### config.mk
export PLATFORM = sky130hd
export DESIGN_NAME = sat_counter
export DESIGN_NICKNAME = d
export VERILOG_FILES = /design/src/rtl/tick_period_checker_sat_counter.sv
export SDC_FILE = /design/constraint.sdc
export NUM_CORES = 1
export LEC_CHECK = 0
export ABC_AREA = 1
export BUFFER_PORTS_ARGS = -buffer_cell sky130_fd_sc_hd__buf_2
export CAP_MARGIN = 20
export CORE_AREA = 2 2 39 41
export CTS_CLUSTER_SIZE = 40
export DETAILED_ROUTE_END_ITERATION = 10
export DIE_AREA = 0 0 41 43
export PLACE_DENSITY_LB_ADDON = 0.15
export SYNTH_ARGS = -nofsm -noshare
export SYNTH_HDL_FRONTEND = slang
export SYNTH_SLANG_ARGS = --single-unit
### constraint.sdc
create_clock -name i_clk -period 1.4 [get_ports i_clk]
set_input_delay 0.28 -clock i_clk [delete_from_list [all_inputs] [get_ports i_clk]]
set_output_delay 0.28 -clock i_clk [all_outputs]
set_load 0.05 [all_outputs]
### src/rtl/tick_period_checker_sat_counter.sv
// sat_counter: up-counter that holds at all-ones instead of wrapping.
module sat_counter #(
    parameter int width = 8
) (
    input  logic             i_clk,
    input  logic             i_rst_n,
    input  logic             i_inc,
    input  logic             i_clear,
    output logic [width-1:0] o_count
);

    logic [width-1:0] r_count;

    always_ff @(posedge i_clk or negedge i_rst_n) begin
        if (!i_rst_n)
            r_count <= '0;
        else if (i_clear)
            r_count <= '0;
        else if (i_inc && r_count != '1)
            r_count <= r_count + 1'b1;
    end

    assign o_count = r_count;

endmodule

==> flow_summary_export.csv, run 1 <==
group,metric,value,unit
setup_path,critPathLaunch,"o_count[0]",
clock_tree,cts_inserted_buffers,3,
floorplanning,core,1384,µm²
layout,largest_reg_flops,8,
sta,setup_viol,0,
synth,ys_types,15,
floorplanning,rows,14,
layout,regArea,202.7,µm²
setup_path,worstSetupEndpointType,"register",
sta,rsz0062_at_grt,"no",
layout,final_cell_mix,"nand2_1 (25), buf_2 (11), inv_1 (10)",
global_routing,grt_max_degree,9,
place,gp_congestion,0.8169,
power_and_ir_drop,p_leak,0.0003400,µW
synth,synth_area,511.7,µm²
global_routing,grt_overflow,0,
sta,hold_viol,0,
synth,synthSimpleGateAreaFrac,39.85,%
synth,yosysTopAreaCell,"dfrtp_1",
synth,synthTopCellsByArea,"dfrtp_1 (39%), nand2_1 (18%), nand3_1 (8.8%)",
clock_tree,cts_sinks,8,
setup_path,cp_top_family,"flip-flops",
layout,multi_input_area,271.5,µm²
layout,fillers,158,
clock_tree,htreeDepth,1,
detailed_routing,drc,0,
job,max_cap_viol_count,0,
hold_path,worstHoldPathType,"input pin to register",
setup_path,worstSetupPathType,"register to register",
floorplanning,die_h,43,µm
setup_path,crit_fanout,4,
sta,period_needed,1.342,ns
global_routing,antenna_found_initial,0,
place,place_hpwl,885.8,µm
clock_tree,clock_latency,0.27,ns
detailed_routing,drt-pass1-iter-count,4,
synth,yosysSeqAreaShare,39.12,%
clock_tree,cts_tree,"yes",
setup_path,critPathMaxStageDelay,0.43,ns
synth,synth-seq-cells,8,
synth,yosysWarningCount,0,
synth,synth_top_area_share,39.12,%
floorplanning,pin_count,12,
detailed_routing,via_per_inst,4.824,
layout,layout_commonest_cell,"nand2_1",
detailed_routing,wl_per_cell,10.68,µm
setup_path,cp-start-kind,"register",
sta,skew,0.01349,ns
place,io_buffer_count,11,
hold_path,min_from,"i_inc",
sta,max_freq,0.7449,GHz
sta,tightest_slew,0.3066,ns
power_and_ir_drop,p_total,559.9,µW
global_routing,grt_pass1_wl,1883,µm
clock_tree,cts_root_buffer,"clkbuf_4",
detailed_routing,wl,1153,µm
power_and_ir_drop,power_density,865.5,nW/µm²
setup_path,cp_cell_sequence,"ha_1 -> nand2_2 -> nor2_2 -> a21oi_2 -> nand3_1 -> nand2_1 -> inv_1",
layout,drive_above_1_share,29.35,%
detailed_routing,via_count,521,
floorplanning,start_util,36.98,%
clock_tree,cts_max_path_buffers,2,
synth,synth_compound_area_share,9.535,%
setup_path,arrival,1.49,ns
synth,synth_fa_ha_area_share,2.445,%
synth,yosys.area_share.xor_xnor,0,%
setup_path,r2r-start,"o_count[0]",
layout,utilization,46.75,%
setup_path,critPathSlowestCell,"dfrtp_2",
synth,synth_fp_nets,79,
layout,n_antenna_cell,0,
layout,area_delta_synth_final,26.41,%
clock_tree,path_clk_slew,0.07,ns
floorplanning,dieArea,1763,µm²
sta,fin_crit_sh,95.89,%
synth,synth_mux_area_share,0,%
sta,hold-worst-slack,0.3045,ns
synth,synthCells,74,
setup_path,critical_path_buf_inv_count,1,
detailed_routing,final_antenna_net_count,0,
global_routing,grt_usage,16.48,%
floorplanning,fp.dieW,41,µm
synth,synth_top_family_by_area,"simple AND/OR/NAND/NOR gates",
detailed_routing,drt_first_iter_violations,12,
global_routing,grt_pass1_vias,428,
layout,fin_nets,98,
synth,syn_area_per_cell,6.915,µm²
setup_path,required,1.55,ns
power_and_ir_drop,vdd_drop_max,410.9,µV
sta,slew_violations,0,
sta,relSlewSlack,79.49,%
status,status,"completed",
[synthesized netlist by cell type, drive strengths merged]
master	number
nand3	9
nand2	28
o21bai	2
o21ai	1
clkinv	1
nor3	2
ha	1
inv	10
nor2	7
dfrtp	8
a21oi	5
[cell families after synthesis]
group | count (synthesis)
compound gates | 8
fa+ha+maj | 1
buf+inv | 11
flops | 8
simple gates | 46
[timing repair]
action,4_1_cts,5_1_grt
buffers inserted,0,1
resized for setup,0,1
endpoints found under the setup margin,0,7
endpoints found under the hold margin,8,0
hold buffers,1,0
[power breakdown]
part / switching, µW / internal (µW)
Clock: 90.5 / 110
Sequential: 12.2 / 242
Combinational: 75.3 / 30.2
[through the flow]
stage	TNS [ns]	std cells	worst slack, ns	area [µm²]
after global routing	0	108	0.0003919	646.9
after detailed placement	0	102	0.04091	600.6
after CTS	0	107	0.008741	636.9
after global placement	0	102	0.02996	600.6
after floorplan	-0.09465	74	-0.02606	518.0
final	0	108	0.05757	646.9
[tightest hold or removal path, cell delays in order]
cell,delay [ns]
buf_2,0.11
nor3_1,0.05
a21oi_2,0.09
[final timing paths]
| check | slack (ns) | to | depth (start not counted) |
|---|---|---|---|
| setup / recovery | 0.06 | o_count[7] | 7 |
| hold / removal | 0.30 | o_count[5] | 3 |
| setup reg to reg | 0.06 | o_count[7] | 7 |
| hold reg to reg | 0.55 | o_count[4] | 2 |
| max in group asynchronous | 0.84 | o_count[3] | 2 |
| min in group asynchronous | 0.38 | o_count[2] | 2 |
[per-layer routing]
metal,track usage [%],share of wire (%),up-vias
li1,-,-,271
met1,23.03,46,232
met2,21.56,46,14
met3,4.712,5.5,4
met4,10.00,2.3,0
met5,0,0,-
[final cells by class]
cell class | instances | area share, %
Clock buffer | 4 | 4.062
Inverter | 11 | 7.157
Multi-Input combinational cell | 55 | 41.97
Sequential cell | 8 | 31.33
Tap cell | 16 | 3.095
Timing Repair Buffer | 14 | 12.38
Power figures use the tool's default switching activity.
==> run 2, diff against run 1 <==
--- a/config.mk
+++ b/config.mk
@@ -5,7 +5,7 @@
 export SDC_FILE = /design/constraint.sdc
 export NUM_CORES = 1
 export LEC_CHECK = 0
-export ABC_AREA = 1
+export ABC_AREA = 0
 export BUFFER_PORTS_ARGS = -buffer_cell sky130_fd_sc_hd__buf_2
 export CAP_MARGIN = 20
 export CORE_AREA = 2 2 39 41
==> constraint.sdc (replaced) <==
create_clock -name i_clk -period 1.4 [get_ports i_clk]
set_input_delay 0.14 -clock i_clk [delete_from_list [all_inputs] [get_ports i_clk]]
set_output_delay 0.14 -clock i_clk [all_outputs]
set_load 0.05 [all_outputs]
==> flow_summary_export.csv, run 2 <==
group,metric,value,unit
power_and_ir_drop,p_leak,0.0002940,µW
sta,skew,0.01115,ns
place,dp_slack,0.03585,ns
global_routing,grt_max_degree,12,
synth,yosys.area_share.xor_xnor,0,%
detailed_routing,via_per_inst,5.218,
setup_path,crit_fanout,3,
synth,synth-edff-count,0,
layout,regArea,209.0,µm²
layout,drive_above_1_share,49.30,%
layout,fin_nets,77,
synth,syn_area_per_cell,9.473,µm²
floorplanning,pin_count,12,
layout,layout_commonest_cell,"buf_2",
detailed_routing,wl,1108,µm
synth,synth_fp_nets,54,
floorplanning,rows,14,
global_routing,grt_pass1_vias,382,
detailed_routing,drt_first_iter_violations,21,
synth,synth_compound_area_share,12.67,%
synth,synth_fa_ha_area_share,2.695,%
place,dp_cells,82,
clock_tree,cts_tree,"yes",
synth,synth-seq-cells,8,
layout,fillers,133,
synth,synth_top_area_share,43.13,%
setup_path,worstSetupPathType,"register to register",
clock_tree,cts_inserted_buffers,3,
clock_tree,clock_latency,0.26,ns
clock_tree,cts_max_path_buffers,2,
clock_tree,cts_setup_buffers,0,
detailed_routing,drt-pass1-iter-count,4,
sta,tightest_slew,0.3212,ns
sta,relSlewSlack,78.53,%
synth,synthCells,49,
sta,period_needed,1.385,ns
layout,area_delta_synth_final,41.78,%
synth,ys_async_sr_fraction,100.0,%
sta,fin_crit_sh,98.92,%
job,max_cap_viol_count,0,
detailed_routing,drc,0,
power_and_ir_drop,power_density,803.1,nW/µm²
setup_path,arrival,1.52,ns
synth,synth_area,464.2,µm²
floorplanning,core,1384,µm²
synth,synthSimpleGateAreaFrac,31.00,%
layout,n_antenna_cell,0,
synth,synthTopCellsByArea,"dfrtp_1 (43%), mux2_2 (4.9%), nor3_1 (4.3%)",
synth,yosysSeqAreaShare,43.13,%
clock_tree,cts_sinks,8,
setup_path,cp-start-kind,"register",
global_routing,grt_overflow,0,
synth,synth.most_common_cell,"dfrtp_1",
synth,synth_top_family_by_area,"simple AND/OR/NAND/NOR gates",
synth,synth_common_cells,"dfrtp_1 (8), nor3_1 (4), a21oi_1 (3), nand2b_1 (3), nor2b_1 (3)",
sta,rsz0062_at_grt,"no",
detailed_routing,final_antenna_net_count,0,
sta,fin_ws,0.01510,ns
global_routing,antenna_found_initial,0,
status,status,"completed",
synth,synth_mux_area_share,7.008,%
setup_path,worstSetupEndpointType,"register",
floorplanning,dieArea,1763,µm²
synth,yosysWarningCount,0,
sta,slew_violations,0,
layout,multi_input_area,270.3,µm²
floorplanning,fp.dieW,41,µm
global_routing,grt_pass1_wl,1683,µm
synth,ys_types,28,
place,io_buffer_count,11,
layout,utilization,47.56,%
layout,final_cell_mix,"buf_2 (11), buf_4 (8), dfrtp_2 (7)",
layout,largest_reg_flops,8,
floorplanning,start_util,33.54,%
detailed_routing,wl_per_cell,12.74,µm
layout,finalNonFillerCells,87,
setup_path,required,1.54,ns
clock_tree,path_clk_slew,0.07,ns
hold_path,worstHoldPathType,"input pin to register",
detailed_routing,via_count,454,
clock_tree,htreeDepth,1,
place,gp_congestion,0.7170,
power_and_ir_drop,vdd_drop_max,454.5,µV
floorplanning,die_h,43,µm
sta,max_freq,0.7221,GHz
sta,setup_viol,0,
sta,hold_viol,0,
synth,yosysTopAreaCell,"dfrtp_1",
synth,synth_top_flop_cell,"dfrtp_1",
global_routing,grt_usage,14.88,%
clock_tree,cts_root_buffer,"clkbuf_4",
-- run 2: path summary, 6_finish.rpt --
kind | end | startpoint | depth (start not counted) | slack, ns
max | o_count[0] | o_count[1] | 4 | 0.02
max reg2reg | o_count[0] | o_count[1] | 4 | 0.02
min | o_count[7] | i_clear | 2 | 0.19
min reg2reg | o_count[4] | o_count[4] | 2 | 0.61
max in group asynchronous | o_count[0] | i_rst_n | 2 | 0.95
min in group asynchronous | o_count[1] | i_rst_n | 2 | 0.25
-- run 2: per-layer routing --
metal	global-route usage (%)	vias up	part of all wire, %
li1	-	225	-
met1	19.14	215	45
met2	20.31	14	51
met3	4.712	0	4.3
met4	10.00	0	0
met5	0	-	0
-- run 2: final cells by class --
cell class	count	area share [%]
Tap cell	16	3.042
Inverter	2	1.141
Sequential cell	8	31.75
Timing Repair Buffer	20	19.01
Clock buffer	4	3.992
Multi-Input combinational cell	37	41.06
-- run 2: timing repair --
| item | in CTS | in global routing |
|---|---|---|
| hold buffers | 1 | 0 |
| resized for setup | 0 | 1 |
| hold endpoints to repair | 8 | 0 |
| setup endpoints to repair | 0 | 1 |
-- run 2: cells by family after synthesis --
group / Yosys count
flops: 8
mux: 3
compound gates: 9
fa+ha+maj: 1
buf+inv: 4
simple gates: 24
-- run 2: metrics by stage --
step / hold WS [ns] / setup TNS (ns) / power [µW] / instance area (µm²)
after floorplan: -0.1556 / -0.3122 / 299.1 / 494.2
after CTS: 0.1755 / 0 / 540.7 / 656.9
after detailed placement: -0.001755 / 0 / 331.0 / 620.6
after global routing: 0.1797 / 0 / 564.6 / 658.1
final: 0.1891 / 0 / 528.6 / 658.1
after global placement: -0.001148 / 0 / 329.9 / 620.6
-- run 2: critical path: stages, from the launching register on --
cell      delay, ns
dfrtp_2        0.42
ha_4           0.16
and4_4         0.18
a21boi_2       0.17
mux2_4         0.32
-- run 2: where the power goes --
group | internal (µW) | switching [µW] | total [µW]
Sequential | 238 | 5.96 | 244
Clock | 110 | 90.8 | 200
Combinational | 32.7 | 51.6 | 84.4
Total | 380 | 148 | 529
